$ cat config.mk
export PLATFORM = sky130hd
export DESIGN_NAME = mult_div_unit
export DESIGN_NICKNAME = d
export VERILOG_FILES = /design/src/rtl/mult_div_unit.sv
export SDC_FILE = /design/constraint.sdc
export NUM_CORES = 1
export LEC_CHECK = 0
export CORE_MARGIN = 3
export CORE_UTILIZATION = 50
export DETAILED_ROUTE_END_ITERATION = 8
export PLACE_DENSITY_LB_ADDON = 0.08
export SYNTH_ARGS = -nofsm -noshare
export SYNTH_HDL_FRONTEND = slang
export SYNTH_SLANG_ARGS = --single-unit
$ cat constraint.sdc
create_clock -name CLK -period 8.2 [get_ports CLK]
set_input_delay 2.05 -clock CLK [delete_from_list [all_inputs] [get_ports CLK]]
set_output_delay 2.05 -clock CLK [all_outputs]
set_load 0.02 [all_outputs]
$ cat src/rtl/mult_div_unit.sv
// mult_div_unit: iterative 32-bit multiply/divide unit for the EXE stage.
// Executes multu/mult/divu/div over 32 RUN cycles plus one FIX cycle and
// holds the 64-bit result in HI/LO. Optional macro MDU_SIGNED_EN enables
// signed mult/div (op[0]); without it every operation is unsigned.
module mult_div_unit (
  input  logic        CLK,
  input  logic        Reset,
  input  logic        start,
  input  logic [1:0]  op,
  input  logic [31:0] A,
  input  logic [31:0] B,
  input  logic        sel_hi,
  output logic        busy,
  output logic        done,
  output logic        div_by_zero,
  output logic [31:0] HI,
  output logic [31:0] LO,
  output logic [31:0] result
);

  localparam int DATA_W = 32;

  typedef enum logic [1:0] {IDLE, RUN, FIX} state_t;

  state_t              state, state_nxt;
  logic                accept, dbz_req;
  logic [4:0]          cnt;
  logic                is_div;
  logic [DATA_W-1:0]   acc_hi, acc_lo, opnd;
  logic [DATA_W-1:0]   a_mag, b_mag;
  logic [DATA_W-1:0]   iter_hi, iter_lo;
  logic [DATA_W-1:0]   fix_hi, fix_lo;

  // Per-iteration datapath: shift-add multiply or restoring divide step
  logic [DATA_W:0]     add_sum, shl;
  logic                ge;
  logic [DATA_W-1:0]   diff;

  assign add_sum = {1'b0, acc_hi} + {1'b0, (acc_lo[0] ? opnd : {DATA_W{1'b0}})};
  assign shl     = {acc_hi, acc_lo[DATA_W-1]};
  assign ge      = (shl >= {1'b0, opnd});
  // When ge holds the difference is below the divisor, so 32 bits suffice.
  assign diff    = shl[DATA_W-1:0] - opnd;
  assign iter_hi = is_div ? (ge ? diff : shl[DATA_W-1:0]) : add_sum[DATA_W:1];
  assign iter_lo = is_div ? {acc_lo[DATA_W-2:0], ge} : {add_sum[0], acc_lo[DATA_W-1:1]};

`ifdef MDU_SIGNED_EN
  logic sgn_op;
  logic neg_lo_r;  // product sign (multiply) or quotient sign (divide)
  logic neg_hi_r;  // remainder sign: follows the dividend
  logic [2*DATA_W-1:0] prod_fix;

  assign sgn_op = op[0];

  function automatic logic [DATA_W-1:0] mag32(input logic signed [DATA_W-1:0] x,
                                              input logic en);
    return (en && (x < 0)) ? -x : x;
  endfunction

  function automatic logic [DATA_W-1:0] neg32(input logic [DATA_W-1:0] x, input logic en);
    return en ? -x : x;
  endfunction

  function automatic logic [2*DATA_W-1:0] neg64(input logic [2*DATA_W-1:0] x, input logic en);
    return en ? -x : x;
  endfunction

  assign a_mag    = mag32(A, sgn_op);
  assign b_mag    = mag32(B, sgn_op);
  assign prod_fix = neg64({acc_hi, acc_lo}, neg_lo_r);
  assign fix_hi   = is_div ? neg32(acc_hi, neg_hi_r) : prod_fix[2*DATA_W-1:DATA_W];
  assign fix_lo   = is_div ? neg32(acc_lo, neg_lo_r) : prod_fix[DATA_W-1:0];

  // Sign flags captured at accept; a divide by zero bypasses correction
  always_ff @(posedge CLK or posedge Reset) begin
    if (Reset) begin
      neg_lo_r <= 1'b0;
      neg_hi_r <= 1'b0;
    end else if (accept) begin
      neg_lo_r <= !dbz_req && sgn_op && (A[DATA_W-1] ^ B[DATA_W-1]);
      neg_hi_r <= !dbz_req && sgn_op && op[1] && A[DATA_W-1];
    end
  end
`else
  logic unused_op0;
  assign unused_op0 = op[0];
  assign a_mag      = A;
  assign b_mag      = B;
  assign fix_hi     = acc_hi;
  assign fix_lo     = acc_lo;
`endif

  // State register; reset aborts any operation in flight
  always_ff @(posedge CLK or posedge Reset) begin
    if (Reset) state <= IDLE;
    else       state <= state_nxt;
  end

  // Next-state and accept decode; a divide by zero skips RUN entirely
  always_comb begin
    state_nxt = state;
    accept    = 1'b0;
    dbz_req   = 1'b0;
    case (state)
      IDLE: begin
        if (start) begin
          accept = 1'b1;
          if (op[1] && (B == '0)) begin
            dbz_req   = 1'b1;
            state_nxt = FIX;
          end else begin
            state_nxt = RUN;
          end
        end
      end
      RUN:     if (cnt == 5'd31) state_nxt = FIX;
      FIX:     state_nxt = IDLE;
      default: state_nxt = IDLE;
    endcase
  end

  // Control flags: busy, done pulse, sticky divide-by-zero and iteration count
  always_ff @(posedge CLK or posedge Reset) begin
    if (Reset) begin
      busy        <= 1'b0;
      done        <= 1'b0;
      div_by_zero <= 1'b0;
      cnt         <= '0;
    end else begin
      done <= (state == FIX);
      if (accept) begin
        busy        <= 1'b1;
        cnt         <= '0;
        div_by_zero <= dbz_req;
      end else if (state == RUN) begin
        cnt <= cnt + 5'd1;
      end else if (state == FIX) begin
        busy <= 1'b0;
      end
    end
  end

  // Working accumulator: loaded on accept, stepped once per RUN cycle
  always_ff @(posedge CLK or posedge Reset) begin
    if (Reset) begin
      is_div <= 1'b0;
      acc_hi <= '0;
      acc_lo <= '0;
      opnd   <= '0;
    end else if (accept) begin
      is_div <= op[1];
      if (dbz_req) begin
        acc_hi <= A;
        acc_lo <= {DATA_W{1'b1}};
        opnd   <= '0;
      end else begin
        acc_hi <= '0;
        acc_lo <= op[1] ? a_mag : b_mag;
        opnd   <= op[1] ? b_mag : a_mag;
      end
    end else if (state == RUN) begin
      acc_hi <= iter_hi;
      acc_lo <= iter_lo;
    end
  end

  // Architectural HI/LO change only at FIX; result re-selects every edge
  always_ff @(posedge CLK or posedge Reset) begin
    if (Reset) begin
      HI     <= '0;
      LO     <= '0;
      result <= '0;
    end else begin
      if (state == FIX) begin
        HI <= fix_hi;
        LO <= fix_lo;
      end
      result <= sel_hi ? HI : LO;
    end
  end

endmodule

# Yosys cells after proc, flatten, opt, wreduce, memory -nomap -nowiden
# Cells that the tools add are included.
# totals
input_bits	70
reg_bits	203
output_inout_bits	99
word_cells	57
# op_classes
eq_ne	6
n_reduce_logical	7
addsub	3
order_cmp	1
n_mux	28
# op_table
operator	n
$mux 32	14
$add 32x32->33	1
$ge 33x32->1	1
$logic_not 32->1	1
$sub 32x32->32	1
$mux 5	2
$mux 1	8
$mux 2	3
$ne 2x2->1 const B	3
$add 5x1->5 const B	1
$eq 5x5->1 const B	1
$pmux 2 s2	1
$reduce_and 2->1	2
$reduce_bool 2->1	2
$eq 2x1->1 const B	1
$eq 2x2->1 const B	1
$logic_not 2->1	1
$logic_and 1x1->1	1

# Depth between registers and ports, before layout
# Gate-level depths: netlist (run 1).
# logic_depth
ltp_word	7
mapped_depth	16
depth_no_buf	14

# Worst setup path before layout (run 1)
# OpenSTA, ideal clock, no wires.
# synth_timing
path_kind	input port to flip-flop
start	input B[31]
end	register acc_hi[28]
setup_time_ns	0.082
setup_slack_ns	4.189
stages	8
arrival_ns	3.929
required_ns	8.118
path_buffers	2
cell_sequence	nor4b_1 -> nand4_1 -> or4_1 -> clkbuf_1 -> nor2_1 -> clkbuf_1 -> a221oi_1 -> a31oi_1
# synth_between
elab_chain_cells	7
# synth_rtl
element	line_no	rtl
start: declaration	11	input logic [31:0] B,
$logic_not 32->1	108	if (op[1] && (B == '0)) begin
$logic_and 1x1->1	108	
$mux 1	108	
$mux 1	106	if (start) begin
$mux 1	104	case (state)
$mux 32	152	if (dbz_req) begin
$mux 32	150	end else if (accept) begin
end signal: assignment	162	acc_hi <= iter_hi;
end: declaration	29	logic [DATA_W-1:0] acc_hi, acc_lo, opnd;
# Every way passes these cells.
# A chain may end at the register's enable or synchronous reset.

# Worst setup path in the final report (run 1)
# layout_timing
start	input B[1]
end	register acc_hi[30]
# Same word-level chain as after synthesis.

==> results of run 1 <==
power groups by stage:
stage / registers [W] / clock network, W / logic, W
after floorplan: 0.00167 / 0 / 0.00363
after global placement: 0.00183 / 0 / 0.00458
after detailed placement: 0.00183 / 0 / 0.00465
after CTS: 0.00182 / 0.00114 / 0.00468
after global routing: 0.00188 / 0.00118 / 0.00528
final: 0.00184 / 0.00112 / 0.00472
state kept, by name, summed over array words and instances (netlist names):
| name | count |
|---|---|
| HI | 32 |
| result | 32 |
| cnt | 5 |
| div_by_zero | 1 |
| busy | 1 |
| acc_lo | 32 |
| LO | 32 |
| is_div | 1 |
| state | 2 |
| acc_hi | 32 |
| opnd | 32 |
| done | 1 |
area by class of cell:
cell class,count,area (um2)
Antenna cell,3,7.51
Clock buffer,35,702
Fill cell,2180,9660
Sequential cell,203,5080
Tap cell,330,413
Timing Repair Buffer,183,1790
Inverter,48,188
Multi-Input combinational cell,1038,7650
Clock inverter,8,134
worst max-delay path, stage by stage:
cell             delay [ns]
clkdlybuf4s50_1        0.55
nor4b_1                0.74
nand4_1                0.30
or4_1                  0.58
buf_4                  0.27
nor2_2                 0.17
buf_4                  0.28
a21oi_1                0.10
o211a_1                0.12
a31oi_1                0.19
per-layer routing:
| metal | global-route usage | vias to the layer above | share of wire |
|---|---|---|---|
| li1 | - | 5281 | - |
| met2 | 0.401 | 402 | 0.42 |
| met5 | 0 | - | 0 |
| met4 | 0.0918 | 0 | 0.034 |
| met3 | 0.0437 | 67 | 0.077 |
| met1 | 0.429 | 5349 | 0.47 |
logic make-up (layout without fill, tap and decap cells):
group | count (synthesis) | after routing
adder cells (fa/ha/maj) | 68 | 68
XOR/XNOR | 51 | 51
AND/OR/NAND/NOR | 336 | 336
flip-flops | 203 | 203
buffers and inverters | 129 | 274
multiplexers | 213 | 213
other | 0 | 3
AO/OA/AOI/OAI | 370 | 370
worst max-delay path by stage:
stage	cells after the start	slack [ns]	endpoint
6_report	10	3.27	acc_hi[30]
5_1_grt	10	3.11	acc_hi[30]
4_1_cts	10	3.26	acc_hi[30]
3_5_place_dp	10	2.69	acc_hi[29]
3_3_place_gp	10	2.70	acc_hi[30]
2_1_floorplan	1	0.61	HI[0]
per-stage QoR:
step                instance area [um2]   util  hold WS [ns]  setup WS, ns
floorplan                         13200      -         0.449         0.611
finish                            16000  0.623         0.492          3.27
global route                      16000  0.623         0.505          3.11
global placement                  15100  0.590         0.463          2.70
CTS                               16000  0.623         0.492          3.26
detailed placement                15100  0.590         0.478          2.69
cell usage in the layout, fill, tap and decap left out, types with 5 or more instances in the layout:
| cell | n |
|---|---|
| dfrtp_1 | 202 |
| clkdlybuf4s50_1 | 166 |
| nor2_1 | 134 |
| a21oi_1 | 116 |
| mux2i_1 | 106 |
| mux2_2 | 97 |
| ha_1 | 66 |
| nand2_1 | 60 |
| a211oi_1 | 52 |
| inv_1 | 47 |
| o21ai_0 | 41 |
| a31oi_1 | 41 |
| and2_1 | 36 |
| a21o_1 | 33 |
| xnor2_1 | 29 |
| clkbuf_16 | 24 |
| xor2_1 | 22 |
| nor3_1 | 21 |
| nand3_1 | 20 |
| buf_4 | 17 |
| and3_1 | 10 |
| o21bai_1 | 10 |
| nor4_1 | 9 |
| mux2_1 | 9 |
| o21ai_1 | 8 |
| nand4_1 | 7 |
| o21a_1 | 7 |
| or3_1 | 6 |
| clkbuf_8 | 6 |
| nor2b_1 | 5 |
| nand3b_1 | 5 |
| o211ai_1 | 5 |
| clkbuf_1 | 5 |
==> metrics.csv, run 1 <==
metric,value,unit
outcome,"finished, final reports clean",
NetSw,0.00357,W
Critical Path RT,8.65,ns
Fmax achieved,203,MHz
Synth top cells by count,"dfrtp_1, nor2_1, a21oi_1",
leakage,7.07,nW
min-delay worst type,flop to flop,
initial antenna violation count,3,
Pre-antenna DRT Iters,5,
CTS H-tree depth,1,
final hold violation count,0,
xor/xnor share of the synthesized area,0.0338,
DR vias,11100,
fin cells,1848,
Post-CTS Setup Bufs,0,
max_cap viols,0,
Synth Flop Type,dfrtp_1,
number of flops mapped to enable cells by yosys,0,
Iter 0 DRT Violations,925,
PD cells,481,nW/um2
Site Rows,58,
"Remaining Overflow, GRT",0,
Initial Utilization,0.516,
Worst Setup SP,B[1],
global-route wire length before repair,62500,um
pin count of the biggest net entering global routing,134,
CTS root buf,clkbuf_16,
Synth Warn #,0,
Reg power frac,0.240,
hold path cells,1,
RR Endpoint,acc_hi[25],
post-synthesis compound-gate area fraction,0.185,
Total Negative Setup Slacks,0,ns
flop and latch count out of synthesis,203,
CTS tree,done,
fin crit period,4.93,ns
Gate Count Post-Synth,1370,
DRC viols,0,
Sink Count,203,
RSZ-0062 raised after global routing,false,
fin crit share,0.602,
Syn Nets,1508,
Mapped Avg Cell Area,9.65,um2
mux cell area share after synthesis,0.172,
sequential share of the synthesized area,0.384,
Post-CTS Hold Buffers,0,
Synth Area in Adders,0.0655,
Hold Path End,div_by_zero,
Clock Tree Buf Depth,3,
Routed Antenna Nets,0,
Comb pwr share,0.614,
Sw Ratio,0.464,
Clk pwr share,0.146,
top-count cell post-synth,dfrtp_1,
Yosys cell types,76,
Final Max Slew Viols,0,
Max-slew headroom,0.240,
Die Ht,169,um
Worst-Skew Late Latency,0.54,ns
layout cell share with drive strength beyond 1,0.118,
Clock Skew,0.0195,ns
maximum vdd drop,407,uV
Reg2Reg Setup Slack,3.82,ns
"Reg clk slew, reported paths",0.06,ns
Synth Area in Simple Gates,0.121,
gr usage total,0.279,
Pint,0.00412,W
worst-path fanout max,33,
Synth area leaders,"dfrtp_1, mux2_2, mux2i_1",
core area,25600,um2
DIE WIDTH,169,um
Setup CP Type,input port to flop,
overall power,0.00768,W
ys async rst share,1.00,
dpl cells,1802,
number of buffers created by CTS,24,
IO Port Bufs,167,
FF-to-FF Start,acc_lo[0],
wire per inst,21.8,um
vias in the first global route,10700,
Yosys top cell area share,0.384,
largest family of logic cells by synthesized area,compound AO/OA/AOI/OAI gates,
I/O pins,169,
hpwl dp,29900,um
DIE AREA,28400,um2
R2R cell count,13,
Nets,1636,
mapped cell area,13200,um2
Setup crit end kind,flop,
CP Data Arrival Time,5.38,ns
Final GP Congestion,0.937,
Worst Hold Launch,div_by_zero,
via/cell ratio,6.01,
PostCTS Resize Cnt,0,
layout overhead on the synthesized area,20.7,%
Slew @ Worst Pin,1.14,ns
Setup-failing EPs final,0,
startpoint class of the critical path,input port,
WL final,40200,um
leading area contributor after synthesis,dfrtp_1,
No activity file was read; power rests on OpenSTA's default activity.
==> inputs of run 2 (changes only) <==
Clock period 8.2 ns to 4.2 ns, I/O delays scaled along.
==> run 2 against run 1 <==
Clock power up 60%. Cell area shrank 0.17%. Cell count is 0.22% higher. Critical path depth rose by 4. Hold slack lost 0.0065 ns. Sequential power rose by 96%.
==> metrics.csv, run 2 (same netlist as run 1, synthesis figures left out) <==
metric,value,unit,change
met3 wire len,2700,um,was 3100 um
most used cell along the critical path,inv_1,,was buf_4
Total Negative Setup Slacks,0,ns,unchanged
worst-path fanout max,4,,was 33
core area,25600,um2,unchanged
vias in the first global route,10300,,was 10.7k
PD cells,924,nW/um2,was 481 nW/um2
DR WL met2,16300,um,was 16900 um
"Remaining Overflow, GRT",0,,unchanged
hpwl dp,29700,um,was 29900 um
Setup CP Type,flop to flop,,was input port to flop
max_cap viols,0,,unchanged
crit-path cells,inv_1 > ha_1 > inv_1 > fa_1 > a211oi_1 > o21bai_1 > o31a_1 > a221oi_2 > o211ai_1 > a41oi_2 > o21ai_0 > xnor2_1 > o2111ai_1 > a22o_1,,was clkdlybuf4s50_1 > nor4b_1 > nand4_1 > or4_1 > buf_4 > nor2_2 > buf_4 > a21oi_1 > o211a_1 > a31oi_1
WL final,38500,um,was 40200 um
CTS root buf,clkbuf_16,,unchanged
Setup-failing EPs final,0,,unchanged
CP Data Arrival Time,4.18,ns,was 5.38 ns
number of buffers created by CTS,21,,was 24
CTS H-tree depth,1,,unchanged
Slew @ Worst Pin,1.06,ns,was 1.14 ns
Final Max Slew Viols,0,,unchanged
Post-CTS Hold Buffers,0,,unchanged
final hold violation count,0,,unchanged
"commonest non-fill, non-tap cell in the layout",dfrtp_1,,unchanged
end-of-flow core utilization,0.622,,was 0.623
DIE WIDTH,169,um,unchanged
placed inst area,15300,um2,was 15100 um2
met1 WL,18400,um,was 18900 um
initial antenna violation count,2,,was 3
IO Port Bufs,167,,unchanged
Hold Worst Slack,0.485,ns,was 0.492 ns
CTS tree,done,,unchanged
"Reg clk slew, reported paths",0.06,ns,about the same
wire per inst,20.8,um,was 21.8 um
Routed Antenna Nets,0,,unchanged
"commonest cells after routing, fill and taps aside","dfrtp_1, clkdlybuf4s50_1, nor2_1, a21oi_1, mux2i_1",,unchanged
startpoint class of the critical path,flop,,was input port
DR vias,11000,,was 11.1k
Post-CTS Setup Bufs,0,,unchanged
Pre-antenna DRT Iters,7,,was 5
crit path max-delay cell type,fa_1,,was nor4b_1
pin count of the biggest net entering global routing,67,,was 134
Nets,1647,,was 1636
min-delay worst type,flop to flop,,unchanged
Clock Skew,0.00915,ns,was 0.0195 ns
crit-path max cell delay,0.42,ns,was 0.74 ns
fin crit share,0.905,,
Critical Path RT,4.57,ns,was 8.65 ns
DIE AREA,28400,um2,unchanged
Fmax achieved,263,MHz,
layout overhead on the synthesized area,20.5,%,was 20.7%
Max-slew headroom,0.296,,was 0.240
maximum vdd drop,571,uV,was 407 uV
Iter 0 DRT Violations,1284,,was 925
via/cell ratio,5.96,,was 6.01
Final GP Congestion,0.911,,was 0.937
outcome,"finished, final reports clean",,unchanged
fin crit period,3.80,ns,
Sink Count,203,,unchanged
gr usage total,0.265,,was 0.279
PostCTS Resize Cnt,0,,unchanged
DRC viols,0,,unchanged
Die Ht,169,um,unchanged
RSZ-0062 raised after global routing,false,,unchanged
Setup crit end kind,flop,,unchanged
leakage,7.06,nW,was 7.07 nW
Worst-Skew Late Latency,0.48,ns,was 0.54 ns
layout cell share with drive strength beyond 1,0.120,,was 0.118
uppermost layer routed,met5,,was met4
Site Rows,58,,unchanged
Initial Utilization,0.516,,unchanged
fillcell total,2207,,was 2180
global-route wire length before repair,59900,um,was 62500 um
Clock Tree Buf Depth,3,,unchanged
I/O pins,169,,unchanged
design area,15900,um2,was 16000 um2
run 2: cell types whose count changed in the layout (fill, tap and decap cells not counted), moves of 2 or more:
cell,previous run,this run
buf_4,17,26
clkbuf_8,6,4
diode_2,3,1
buf_12,0,5
clkbuf_16,24,21
bufinv_16,3,1
run 2: path summary, 6_finish.rpt:
kind | endpoint | depth (start not counted) | from | slack (ns)
worst max register to register | acc_hi[24] | 14 | acc_lo[31] | 0.40
min in group asynchronous | result[26] | 2 | Reset | 1.00
worst min register to register | div_by_zero | 1 | div_by_zero | 0.49
worst max-delay path | acc_hi[24] | 14 | acc_lo[31] | 0.40
max in group asynchronous | is_div | 3 | Reset | 2.44
worst min-delay path | div_by_zero | 1 | div_by_zero | 0.49
run 2: report_power, final:
| part | internal [W] | switching [W] |
|---|---|---|
| sequential | 0.00265 | 0.000966 |
| clock | 0.00105 | 0.000735 |
| combinational | 0.00414 | 0.00518 |
run 2: metal layers:
metal	vias up	global-route usage
li1	5314	-
met1	5286	0.412
met2	382	0.388
met3	61	0.0350
met4	2	0.0704
met5	-	0
run 2: critical path, delay by kind of cell (launching register included):
kind	cells	cell delay, ns
compound gates	9	2.06
xor+xnor	1	0.26
fa+ha+maj	2	0.69
buf+inv	2	0.28
flops	1	0.41
run 2: final cells by class:
cell class,count,area (um2),area share
clock buffer,31,603,0.0379
antenna,1,2.50,0.000157
clock inverter,4,48.8,0.00306
inverter,48,184,0.0115
timing repair buffer,197,1960,0.123
sequential,203,5080,0.319
multi-input combinational,1038,7640,0.480
tap,330,413,0.0259
run 2: metrics by stage:
stage                     total power (W)  setup slack [ns]  cells
after global routing               0.0160             0.105   1852
after floorplan                    0.0104             0.520   1370
final                              0.0147             0.398   1852
after detailed placement           0.0128             0.422   1816
after CTS                          0.0146             0.414   1851
after global placement             0.0126             0.454   1816
